===== config.mk =====
export PLATFORM = sky130hd
export DESIGN_NAME = neural_unit_sequencer
export DESIGN_NICKNAME = d
export VERILOG_FILES = /design/src/rtl/neural_unit_sequencer.sv
export SDC_FILE = /design/constraint.sdc
export NUM_CORES = 1
export LEC_CHECK = 0
export CORE_MARGIN = 2
export CORE_UTILIZATION = 40
export DETAILED_ROUTE_END_ITERATION = 10
export GPL_TIMING_DRIVEN = 0
export PLACE_DENSITY = 0.74
export SYNTH_ARGS = -nofsm -noshare
export SYNTH_HDL_FRONTEND = slang
export SYNTH_SLANG_ARGS = --single-unit

===== constraint.sdc =====
create_clock -name clk -period 2.63 [get_ports clk]
set_clock_uncertainty 0.2 [all_clocks]
set_input_delay 0.263 -clock clk [delete_from_list [all_inputs] [get_ports clk]]
set_output_delay 0.263 -clock clk [all_outputs]
set_load 0.02 [all_outputs]

===== src/rtl/neural_unit_sequencer.sv =====
// neural_unit_sequencer
// Control sequencer for one four-input neural unit. It accepts a job, writes
// four weights into the unit's weight bank (one per cycle), pulses the sum
// trigger, waits for the unit's layer_done, and returns the captured output
// through a valid/ready result port.
//
// Optional feature: define NU_SEQ_TIMEOUT_EN to add a WAIT-state watchdog
// that completes the job with res_data=0 and res_timeout=1 once the counter
// reaches TIMEOUT_CYCLES with no layer_done.
//
// Ports:
//   clk, rst_n        clock, asynchronous active-low reset
//   start_*           job request (valid/ready), packed weights, skip-load
//                     flag, layer select
//   nu_*              weight bank write pins, sum trigger, layer select,
//                     unit result and done inputs
//   res_*             result port (valid/ready), data and timeout flag
//   busy              high in every state except IDLE
module neural_unit_sequencer #(
  parameter int unsigned WEIGHT_W       = 8,
  parameter int unsigned DATA_W         = 32,
  parameter int unsigned TIMEOUT_CYCLES = 255
) (
  input  logic                  clk,
  input  logic                  rst_n,
  input  logic                  start_valid,
  output logic                  start_ready,
  input  logic [4*WEIGHT_W-1:0] start_weights,
  input  logic                  start_skip_load,
  input  logic                  start_layer_sel,
  output logic [WEIGHT_W-1:0]   nu_weight,
  output logic [1:0]            nu_address,
  output logic                  nu_write,
  output logic                  nu_sum_trigger,
  output logic                  nu_layer_sel,
  input  logic [DATA_W-1:0]     nu_layer_out,
  input  logic                  nu_layer_done,
  output logic                  res_valid,
  input  logic                  res_ready,
  output logic [DATA_W-1:0]     res_data,
  output logic                  res_timeout,
  output logic                  busy
);

  localparam int unsigned NUM_W  = 4;
  localparam int unsigned BANK_W = NUM_W * WEIGHT_W;

  localparam logic [2:0] S_IDLE    = 3'd0;
  localparam logic [2:0] S_LOAD    = 3'd1;
  localparam logic [2:0] S_SETTLE  = 3'd2;
  localparam logic [2:0] S_TRIGGER = 3'd3;
  localparam logic [2:0] S_WAIT    = 3'd4;
  localparam logic [2:0] S_RESULT  = 3'd5;

  logic [2:0]          state_q, state_d;
  logic [1:0]          cnt_q, cnt_d;
  logic [BANK_W-1:0]   weights_q, weights_d;
  logic                loaded_q, loaded_d;
  logic                start_ready_q, start_ready_d;
  logic                busy_q, busy_d;
  logic [WEIGHT_W-1:0] nu_weight_q, nu_weight_d;
  logic [1:0]          nu_address_q, nu_address_d;
  logic                nu_write_q, nu_write_d;
  logic                nu_sum_trigger_q, nu_sum_trigger_d;
  logic                nu_layer_sel_q, nu_layer_sel_d;
  logic                res_valid_q, res_valid_d;
  logic [DATA_W-1:0]   res_data_q, res_data_d;
  logic                res_timeout_q, res_timeout_d;

`ifdef NU_SEQ_TIMEOUT_EN
  localparam int unsigned CNT_W = $clog2(TIMEOUT_CYCLES + 1);
  logic [CNT_W-1:0] wait_cnt_q, wait_cnt_d;
`endif

  // Select weight idx out of the packed bank.
  function automatic logic [WEIGHT_W-1:0] pick_weight(input logic [BANK_W-1:0] bank,
                                                       input logic [1:0]        idx);
    pick_weight = bank[idx*WEIGHT_W +: WEIGHT_W];
  endfunction

  // Next-state logic; unit pins are decoded from the next state so they are
  // registered yet line up with the state they belong to.
  always_comb begin
    state_d        = state_q;
    cnt_d          = cnt_q;
    weights_d      = weights_q;
    loaded_d       = loaded_q;
    nu_layer_sel_d = nu_layer_sel_q;
    res_valid_d    = res_valid_q;
    res_data_d     = res_data_q;
    res_timeout_d  = res_timeout_q;
`ifdef NU_SEQ_TIMEOUT_EN
    wait_cnt_d     = wait_cnt_q;
`endif

    case (state_q)
      S_IDLE: begin
        if (start_valid) begin
          weights_d      = start_weights;
          nu_layer_sel_d = start_layer_sel;
          cnt_d          = 2'd0;
          // A skip request is honoured only when the bank holds known weights.
          if (start_skip_load && loaded_q) state_d = S_SETTLE;
          else                             state_d = S_LOAD;
        end
      end
      S_LOAD: begin
        if (cnt_q == 2'd3) begin
          state_d  = S_SETTLE;
          loaded_d = 1'b1;
        end else begin
          cnt_d = cnt_q + 2'd1;
        end
      end
      S_SETTLE: begin
        state_d = S_TRIGGER;
      end
      S_TRIGGER: begin
        state_d = S_WAIT;
`ifdef NU_SEQ_TIMEOUT_EN
        wait_cnt_d = '0;
`endif
      end
      S_WAIT: begin
        if (nu_layer_done) begin
          res_data_d    = nu_layer_out;
          res_timeout_d = 1'b0;
          res_valid_d   = 1'b1;
          state_d       = S_RESULT;
        end
`ifdef NU_SEQ_TIMEOUT_EN
        else if (wait_cnt_q == CNT_W'(TIMEOUT_CYCLES)) begin
          res_data_d    = '0;
          res_timeout_d = 1'b1;
          res_valid_d   = 1'b1;
          state_d       = S_RESULT;
        end else begin
          wait_cnt_d = wait_cnt_q + CNT_W'(1);
        end
`endif
      end
      S_RESULT: begin
        if (res_ready) begin
          res_valid_d = 1'b0;
          state_d     = S_IDLE;
        end
      end
      default: begin
        state_d = S_IDLE;
      end
    endcase

    nu_write_d       = (state_d == S_LOAD);
    nu_address_d     = nu_write_d ? cnt_d : 2'd0;
    nu_weight_d      = nu_write_d ? pick_weight(weights_d, cnt_d) : '0;
    nu_sum_trigger_d = (state_d == S_TRIGGER);
    start_ready_d    = (state_d == S_IDLE);
    busy_d           = (state_d != S_IDLE);
  end

  // State and output registers.
  always_ff @(posedge clk or negedge rst_n) begin
    if (!rst_n) begin
      state_q          <= S_IDLE;
      cnt_q            <= 2'd0;
      weights_q        <= '0;
      loaded_q         <= 1'b0;
      start_ready_q    <= 1'b1;
      busy_q           <= 1'b0;
      nu_weight_q      <= '0;
      nu_address_q     <= 2'd0;
      nu_write_q       <= 1'b0;
      nu_sum_trigger_q <= 1'b0;
      nu_layer_sel_q   <= 1'b0;
      res_valid_q      <= 1'b0;
      res_data_q       <= '0;
      res_timeout_q    <= 1'b0;
    end else begin
      state_q          <= state_d;
      cnt_q            <= cnt_d;
      weights_q        <= weights_d;
      loaded_q         <= loaded_d;
      start_ready_q    <= start_ready_d;
      busy_q           <= busy_d;
      nu_weight_q      <= nu_weight_d;
      nu_address_q     <= nu_address_d;
      nu_write_q       <= nu_write_d;
      nu_sum_trigger_q <= nu_sum_trigger_d;
      nu_layer_sel_q   <= nu_layer_sel_d;
      res_valid_q      <= res_valid_d;
      res_data_q       <= res_data_d;
      res_timeout_q    <= res_timeout_d;
    end
  end

`ifdef NU_SEQ_TIMEOUT_EN
  // Watchdog counter, only meaningful in WAIT.
  always_ff @(posedge clk or negedge rst_n) begin
    if (!rst_n) wait_cnt_q <= '0;
    else        wait_cnt_q <= wait_cnt_d;
  end
`endif

  assign start_ready    = start_ready_q;
  assign busy           = busy_q;
  assign nu_weight      = nu_weight_q;
  assign nu_address     = nu_address_q;
  assign nu_write       = nu_write_q;
  assign nu_sum_trigger = nu_sum_trigger_q;
  assign nu_layer_sel   = nu_layer_sel_q;
  assign res_valid      = res_valid_q;
  assign res_data       = res_data_q;
  assign res_timeout    = res_timeout_q;

endmodule


==> results.txt, run 1 <==
status -> complete, no violations
CP max-delay cell -> mux2_2
Period minus WS final -> 2.16 ns
die height -> 93.5 um
Post-synth EDFFs -> 0
area leader, netlist -> dfrtp_1
peak supply drop -> 0.000398 V
Num CTS Buffers -> 9
FF-to-FF End -> res_data[1]$_DFFE_PN0P_
Clock Tree Buf Depth -> 2
WL final -> 7470 um
endpoints failing setup -> 0
multi-input logic area -> 0.00112 mm2
clk_lat worst skew -> 0.33 ns
IO Port Bufs -> 118
drt wl/cell -> 14.4 um
FF+latch area -> 0.00195 mm2
Area growth syn-to-layout -> 47.4%
worst path arrival time -> 2.17 ns
Crit. path cell count -> 6
Routed Antenna Nets -> 0
first-pass GRT wire length -> 11600 um
I/O pins -> 120
DP Wirelength -> 5630 um
endpoint type of the worst setup path -> flop
Worst R2R Path Depth -> 6
Syn Area/Cell -> 11.3 um2
pre-CTS setup slack -> 0.267 ns
Synth cell types -> 35
R2R Path Start -> state_q[2]$_DFF_PN0_
all-layer global routing usage -> 17.4%
Lkg Pwr -> 2.19 nW
hold violation count in the final report -> 0
top post-synthesis cells by count -> nand2_1, dfrtp_1, mux2_2, inv_1, o221ai_1
Top Family by Delay on Critical Path -> simple AND/OR/NAND/NOR gates
GP Congestion -> 0.769
Worst setup SP type -> flop
data required time of the worst path -> 2.64 ns
reg2reg setup slack -> 0.47 ns
maxcap violations -> 0
clock sink count -> 78
beginning of the critical path -> state_q[2]$_DFF_PN0_
Final nets -> 485
CP endpoint -> res_data[1]$_DFFE_PN0P_
Async SR Flop Fraction -> 100%
share of cells above drive strength 1 -> 15.6%
router iterations before antenna repair -> 4
WP buf/inv -> 2
Pwr per Cell Area -> 1110 mW/mm2
Remaining Overflow, GRT -> 0
Starting Density -> 41.4%
clock root buffer -> clkbuf_8
Antenna Cells -> 0
row count -> 32
initial antenna violation count -> 0
synth top area cells -> dfrtp_1, mux2_2, nand2_1, mux2i_1, o221ai_1
Yosys top cell area share -> 60.2%
Slew Viols, Final -> 0
H-tree depth -> 3
drt via density -> 4.76
RSZ-0062 raised after global routing -> no
worst hold path type -> in2async
register bit total from synthesis -> 78
Core Area -> 0.00773 mm2
Power, Total -> 5.26 mW
period utilization -> 82.1%
CP most frequent cell -> buf_2
Die Area -> 0.00873 mm2
DR iter-0 viols -> 59
most numerous cell in the Yosys netlist -> nand2_1
DRC Markers -> 0
CTS tree -> yes
final setup margin -> 0.471 ns
crit path cell chain -> buf_2, and2b_1, nand2_1, nor2_1, buf_2, mux2_2
net count after synthesis -> 354
Clock Pin Slew Worst Setup and Hold Paths -> 0.08 ns
largest net degree at the start of global routing -> 59
Worst Hold Slack -> 0.200 ns
vias in the first global route -> 2502
setup bufs post-CTS -> 0
post-synthesis sequential area ratio -> 61.0%
worst-path maximum fanout -> 10
WS Path Type -> reg2reg
FILL cells -> 639
Peak Freq -> 0.463 GHz
chip width -> 93.5 um
via count -> 2473
Synth Instances -> 283
Most used DFF post-synth -> dfrtp_1
Synth Warn # -> 0
delay of the slowest critical-path stage -> 0.36 ns
post-synthesis cell area -> 0.00320 mm2
-- state kept, by name (all words and copies together) (netlist names) --
name / count
start_ready: 1
nu_write: 1
res_valid: 1
busy: 1
loaded_q: 1
nu_layer_sel: 1
cnt_q: 2
nu_sum_trigger: 1
nu_weight: 8
nu_address: 2
state_q: 3
res_data: 32
weights_q: 24
-- power breakdown --
part | switching (mW) | total (mW) | leakage (nW) | internal (mW)
sequential | 0.279 | 2.03 | 0.963 | 1.75
clock | 0.399 | 0.783 | 0.0910 | 0.384
combinational | 1.22 | 2.44 | 1.13 | 1.23
-- per-layer routing --
| metal | share of wire (%) | global-route usage (%) |
|---|---|---|
| met5 | 0 | 0 |
| met4 | 0.92 | 5.15 |
| met3 | 8.8 | 5.00 |
| met2 | 45 | 28.6 |
| met1 | 46 | 22.5 |
-- worst min-delay path by stage --
stage / start / endpoint / cells after the start
2_1_floorplan: rst_n / busy$_DFF_PN0_ / 0
3_3_place_gp: loaded_q$_DFFE_PN0P_ / loaded_q$_DFFE_PN0P_ / 1
3_5_place_dp: rst_n / res_data[23]$_DFFE_PN0P_ / 1
4_1_cts: rst_n / state_q[1]$_DFF_PN0_ / 2
5_1_grt: rst_n / res_data[26]$_DFFE_PN0P_ / 2
6_report: rst_n / nu_layer_sel$_DFFE_PN0P_ / 2
-- layout by cell type (no fill, tap or decap), types with 2 or more instances in the layout --
master	instances
nand2_1	84
inv_1	10
buf_4	2
clkbuf_8	11
clkbuf_1	8
clkdlybuf4s50_1	117
nor2_1	5
or2_2	3
mux2_2	32
clkinv_2	3
o221ai_1	9
nand3b_1	8
buf_2	8
a21oi_1	4
nor2b_1	3
mux2i_1	8
nor3_1	3
dfrtp_1	77
-- timing repair --
item,4_1_cts,5_1_grt
hold endpoints to repair,77,0
resized for setup,0,0
hold buffers,1,0
-- kinds of logic (layout without fill, tap and decap cells) --
| family | Yosys count | after routing | share of synthesized area (%) |
|---|---|---|---|
| flip-flops | 78 | 78 | 61.0 |
| AND/OR/NAND/NOR | 115 | 115 | 16.0 |
| buffers and inverters | 28 | 163 | 3.95 |
| multiplexers | 40 | 40 | 13.8 |
| AO/OA/AOI/OAI | 21 | 21 | 5.20 |
| other | 1 | 1 | 0.117 |
-- stage by stage --
| step | cells | instance area, um2 | setup TNS [ns] | util (%) |
|---|---|---|---|---|
| global placement | 503 | 4510 | -120.54 | 58.4 |
| CTS | 520 | 4720 | 0 | 61.1 |
| floorplan | 283 | 3200 | 0 | - |
| global route | 520 | 4720 | 0 | 61.1 |
| detailed placement | 504 | 4530 | 0 | 58.7 |
| finish | 520 | 4720 | 0 | 61.1 |
-- area by class of cell --
class	count	share of cell area, %
Sequential cell	78	41.4
Timing Repair Buffer	120	25.8
Multi-Input combinational cell	177	23.8
Clock buffer	11	3.21
Tap cell	102	2.70
Buffer	18	1.88
Inverter	10	0.796
Clock inverter	4	0.477
No activity file was read; power rests on OpenSTA's default activity.
==> inputs of run 2 (changes only) <==
- CORE_UTILIZATION: 40 -> 39
- PLACE_DENSITY: 0.74 -> 0.75
- clock period: 2.63 -> 1.85 ns (I/O delays scaled with it)
==> results.txt, run 2 (synthesized netlist as in run 1, its figures left out) <==
drt via density -> 4.76 (about the same)
period utilization -> 104% (+22 points)
Flop pwr share -> 35.6% (-3.0 points)
RSZ-0062 raised after global routing -> yes
NetSw -> 2.83 mW (+49%)
I/O pins -> 120 (unchanged)
chip width -> 94.6 um (+1.2%)
drt wl/cell -> 15.0 um (+4.5%)
Core Area -> 0.00809 mm2 (+4.7%)
Num CTS Buffers -> 9 (unchanged)
most common cell after layout, fill and taps aside -> clkdlybuf4s50_1
share of cells above drive strength 1 -> 20.5% (+5.0 points)
CTS tree -> yes
GP Congestion -> 0.757 (-1.4%)
largest net degree at the start of global routing -> 43 (-27%)
sw frac -> 34.6% (-1.5 points)
WS Path Type -> reg2reg
DRC Markers -> 0 (unchanged)
H-tree depth -> 3 (unchanged)
initial antenna violation count -> 0 (unchanged)
max reg flops -> 32 (unchanged)
clk_lat worst skew -> 0.33 ns (about the same)
Die Area -> 0.00895 mm2 (+2.5%)
Peak Freq -> 0.520 GHz (+12%)
Core Util, Final -> 60.8% (-0.24 points)
die height -> 94.6 um (+1.2%)
DP Wirelength -> 5780 um (+2.8%)
row count -> 33 (+3.1%)
Area growth syn-to-layout -> 53.8%
worst path arrival time -> 1.92 ns (-0.25 ns)
Clock Tree Buf Depth -> 2 (unchanged)
clock root buffer -> clkbuf_8
Period minus WS final -> 1.92 ns (-0.237 ns)
WL final -> 7940 um (+6.3%)
endpoints failing setup -> 8 (+8)
status -> finished, violations left
Remaining Overflow, GRT -> 0 (unchanged)
endpoint type of the worst setup path -> flop
Clock Pin Slew Worst Setup and Hold Paths -> 0.08 ns (about the same)
Non-Filler Instances -> 529 (+1.7%)
TNS Setup -> -0.282 ns (-0.282 ns)
router iterations before antenna repair -> 4 (unchanged)
data required time of the worst path -> 1.84 ns (-0.80 ns)
Worst Hold Slack -> 0.170 ns (-0.0306 ns)
power share of the clock group -> 18.4% (+3.5 points)
pre-CTS setup slack -> -0.442 ns (-0.709 ns)
Slew Viols, Final -> 0 (unchanged)
first-pass GRT wire length -> 12200 um (+5.0%)
Final nets -> 491 (+1.2%)
maxcap violations -> 0 (unchanged)
Worst setup SP type -> flop
clock sink count -> 78 (unchanged)
commonest cells after routing, fill and taps aside -> clkdlybuf4s50_1, nand2_1, dfrtp_1
Routed Antenna Nets -> 0 (unchanged)
Lkg Pwr -> 2.27 nW (+3.6%)
vias in the first global route -> 2495 (-0.28%)
Pwr per Cell Area -> 1660 mW/mm2 (+49%)
Antenna Cells -> 0 (unchanged)
Starting Density -> 39.5% (-1.9 points)
combinational power share -> 46.0% (-0.5 points)
hold violation count in the final report -> 0 (unchanged)
final setup margin -> -0.0716 ns (-0.543 ns)
IO Port Bufs -> 118 (unchanged)
worst hold path type -> in2reg
Cell Int Power -> 5.34 mW (+59%)
all-layer global routing usage -> 18.1% (+0.70 points)
failing checks -> negative setup slack
via count -> 2517 (+1.8%)
peak supply drop -> 0.000606 V (+52%)
worst-path maximum fanout -> 5 (-5)
Inst Count DP -> 507 (+0.60%)
DR iter-0 viols -> 108 (+83%)
==> run 2: changes by cell type in the layout (fill, tap and decap cells not counted), moves of 2 or more <==
cell and change:
clkbuf_1 -5, mux2i_2 +2, buf_6 +3, buf_4 +9, clkbuf_4 +4, clkinv_2 -2
mux2i_1 -2, bufinv_16 +3, nor2_1 -2, buf_2 -6
==> run 2: cell type report <==
| class | count | area [um2] |
|---|---|---|
| tap | 105 | 131 |
| inverter | 10 | 37.5 |
| fill | 692 | 3170 |
| clock buffer | 11 | 141 |
| multi-input combinational | 177 | 1170 |
| buffer | 15 | 116 |
| sequential | 78 | 1950 |
| timing repair buffer | 129 | 1280 |
| clock inverter | 4 | 95.1 |
==> run 2: repair_timing <==
action                                  4_1_cts  5_1_grt
endpoints found under the setup margin       52       70
buffers inserted                              7        1
hold endpoints to repair                     36        0
gates cloned                                  1        0
pin swaps                                     1        0
gates resized for setup                      21       16
hold buffers                                  1        0
==> run 2: path summary, 6_finish.rpt <==
kind                                 startpoint                       to  slack, ns  cells after the start
min in group asynchronous                 rst_n  res_data[3]$_DFFE_PN0P_       0.18                      2
setup reg to reg           state_q[0]$_DFF_PN0_   nu_weight[7]$_DFF_PN0_      -0.07                      5
hold reg to reg            loaded_q$_DFFE_PN0P_     loaded_q$_DFFE_PN0P_       0.26                      1
max in group asynchronous                 rst_n  weights_q[19]$_DFF_PN0_       0.68                      3
hold / removal                start_weights[20]  weights_q[20]$_DFF_PN0_       0.17                      3
setup / recovery           state_q[0]$_DFF_PN0_   nu_weight[7]$_DFF_PN0_      -0.07                      5
==> run 2: stage by stage <==
step | cell area, um2 | power [mW]
global route | 4920 | 8.68
floorplan | 3200 | 4.86
CTS | 4890 | 8.13
finish | 4920 | 8.16
detailed placement | 4530 | 6.44
global placement | 4510 | 6.32
==> run 2: power groups by stage <==
| stage | combinational [mW] | clock [mW] | sequential (mW) |
|---|---|---|---|
| 2_1_floorplan | 1.43 | 0 | 3.43 |
| 3_3_place_gp | 3.43 | 0 | 2.89 |
| 3_5_place_dp | 3.51 | 0 | 2.94 |
| 4_1_cts | 3.69 | 1.53 | 2.90 |
| 5_1_grt | 4.06 | 1.62 | 2.99 |
| 6_report | 3.75 | 1.50 | 2.91 |
==> run 2: critical path, cell delays in order (launching register included) <==
cell      delay [ns]
dfrtp_2         0.44
or4b_4          0.52
o211ai_4        0.11
buf_6           0.17
mux2i_1         0.22
o221ai_1        0.12
==> run 2: metal layers <==
| layer | vias to the layer above | wire length, um | GRT usage [%] |
|---|---|---|---|
| met4 | 0 | 89 | 5.80 |
| met3 | 5 | 712 | 5.59 |
| li1 | 1216 | - | - |
| met1 | 1190 | 3280 | 22.2 |
| met2 | 106 | 3860 | 30.7 |
| met5 | - | 0 | 0 |
==> inputs of run 3 (changes only) <==
- CORE_ASPECT_RATIO: unset -> 1.25
==> results.txt, run 3 (synthesized netlist as in run 1, its figures left out) <==
worst hold path type -> in2async
FF-to-FF End -> nu_weight[2]$_DFF_PN0_
worst-path maximum fanout -> 5 (unchanged)
beginning of the critical path -> state_q[2]$_DFF_PN0_
most common cell after layout, fill and taps aside -> clkdlybuf4s50_1
Period minus WS final -> 1.93 ns (+0.0117 ns)
H-tree depth -> 3 (unchanged)
maxcap violations -> 0 (unchanged)
I/O pins -> 120 (unchanged)
Worst Hold Slack -> 0.123 ns (-0.0469 ns)
router iterations before antenna repair -> 4 (unchanged)
reg2reg setup slack -> -0.08 ns (about the same)
endpoints failing setup -> 38 (+30)
GRT busiest layer -> met2
Peak Freq -> 0.517 GHz (-0.60%)
CTS tree -> yes
Clock Pin Slew Worst Setup and Hold Paths -> 0.08 ns (about the same)
Antenna Cells -> 0 (unchanged)
Lkg Pwr -> 2.24 nW (-1.4%)
crit path cell chain -> or4b_4, o211ai_4, buf_6, mux2i_2, o221ai_1
period utilization -> 105% (+0.63 points)
peak supply drop -> 0.000921 V (+52%)
commonest cells after routing, fill and taps aside -> clkdlybuf4s50_1, nand2_1, dfrtp_1
Die Area -> 0.00895 mm2 (about the same)
clock sink count -> 78 (unchanged)
via count -> 2533 (+0.64%)
IO Port Bufs -> 118 (unchanged)
Inst Count DP -> 497 (-2.0%)
Worst R2R Path Depth -> 5 (unchanged)
data required time of the worst path -> 1.86 ns (+0.02 ns)
initial antenna violation count -> 0 (unchanged)
Starting Density -> 40.6% (+1.1 points)
endpoint type of the worst setup path -> flop
routing usage on met1 -> 21.9% (-0.22 points)
drt wl/cell -> 14.9 um (-0.78%)
drt via density -> 4.90 (+3.0%)
Routed Antenna Nets -> 0 (unchanged)
R2R Path Start -> state_q[2]$_DFF_PN0_
failing checks -> negative setup slack
DR iter-0 viols -> 88 (-19%)
CP endpoint -> nu_weight[2]$_DFF_PN0_
worst path arrival time -> 1.94 ns (+0.02 ns)
Power, Total -> 7.93 mW (-2.8%)
Non-Filler Instances -> 517 (-2.3%)
die height -> 105 um (+11%)
chip width -> 85.0 um (-10%)
FILL cells -> 651 (-5.9%)
vias in the first global route -> 2601 (+4.2%)
Slew Viols, Final -> 0 (unchanged)
GP Congestion -> 0.776 (+2.4%)
clock root buffer -> clkbuf_8
Pwr per Cell Area -> 1620 mW/mm2 (-2.2%)
RSZ-0062 raised after global routing -> yes
Core Area -> 0.00788 mm2 (-2.6%)
delay of the slowest critical-path stage -> 0.56 ns (+0.04 ns)
DP Wirelength -> 5690 um (-1.7%)
WS Path Type -> reg2reg
row count -> 36 (+9.1%)
WP buf/inv -> 1 (unchanged)
all-layer global routing usage -> 18.1% (-0.067 points)
Clock Tree Buf Depth -> 2 (unchanged)
met3 Use GR -> 3.92% (-1.7 points)
Final nets -> 488 (-0.61%)
DRC Markers -> 0 (unchanged)
Crit. path cell count -> 5 (unchanged)
Worst setup SP type -> flop
share of cells above drive strength 1 -> 20.6% (+0.097 points)
max reg flops -> 32 (unchanged)
hold violation count in the final report -> 0 (unchanged)
Core Util, Final -> 62.0% (+1.2 points)
largest net degree at the start of global routing -> 48 (+12%)
first-pass GRT wire length -> 12600 um (+2.7%)
WL final -> 7700 um (-3.0%)
Remaining Overflow, GRT -> 0 (unchanged)
Num CTS Buffers -> 9 (unchanged)
CP max-delay cell -> or4b_4
status -> finished, violations left
Global Route met2 Usage -> 30.6% (-0.078 points)
Area growth syn-to-layout -> 52.7%
clk_lat worst skew -> 0.34 ns (about the same)
final setup margin -> -0.0833 ns (-0.0117 ns)
Top Family by Delay on Critical Path -> simple AND/OR/NAND/NOR gates
-- run 3: worst min path at each step --
stage,start,end,slack [ns],cells after the start
floorplan,rst_n,busy$_DFF_PN0_,-0.31,0
global placement,loaded_q$_DFFE_PN0P_,loaded_q$_DFFE_PN0P_,0.24,1
detailed placement,rst_n,res_data[2]$_DFFE_PN0P_,-0.05,1
CTS,rst_n,res_data[2]$_DFFE_PN0P_,0.12,2
global route,rst_n,res_data[2]$_DFFE_PN0P_,0.14,2
finish,rst_n,res_data[2]$_DFFE_PN0P_,0.12,2
-- run 3: repair_timing --
item / in CTS / in global routing
resized for setup: 25 / 15
buffers inserted: 5 / 0
cloned: 1 / 0
endpoints found under the hold margin: 78 / 0
hold buffers: 1 / 0
pin swaps: 0 / 2
endpoints found under the setup margin: 61 / 71
-- run 3: worst register-to-register path, cell delays in order (launching register included) --
cell	delay (ns)
dfrtp_1	0.39
or4b_4	0.56
o211ai_4	0.10
buf_6	0.18
mux2i_2	0.24
o221ai_1	0.12
-- run 3: final cells by class --
cell class | instances | area, um2 | share of cell area, %
clock buffer | 11 | 141 | 2.89
timing repair buffer | 126 | 1260 | 25.8
clock inverter | 5 | 58.8 | 1.20
tap | 95 | 119 | 2.43
inverter | 10 | 37.5 | 0.768
multi-input combinational | 177 | 1200 | 24.6
buffer | 15 | 116 | 2.38
sequential | 78 | 1950 | 40.0
-- run 3: stage by stage --
stage | cell area (um2) | TNS, ns | worst slack (ns)
floorplan | 3200 | -0.0241 | -0.00302
detailed placement | 4530 | -15.66 | -0.515
global route | 4890 | -5.11 | -0.151
finish | 4890 | -1.58 | -0.0833
global placement | 4500 | -189.45 | -2.25
CTS | 4860 | -1.54 | -0.203
-- run 3: power by group --
group	internal, mW	switching (mW)	leakage [nW]	total [mW]
Clock	0.660	0.593	0.0955	1.25
Sequential	2.49	0.413	0.962	2.90
Combinational	1.93	1.84	1.18	3.78
Total	5.08	2.85	2.24	7.93
-- run 3: layer usage --
layer,share of wire [%],up-vias
li1,-,1211
met1,42,1213
met2,50,98
met3,6.2,11
met4,2.0,0
met5,0,-
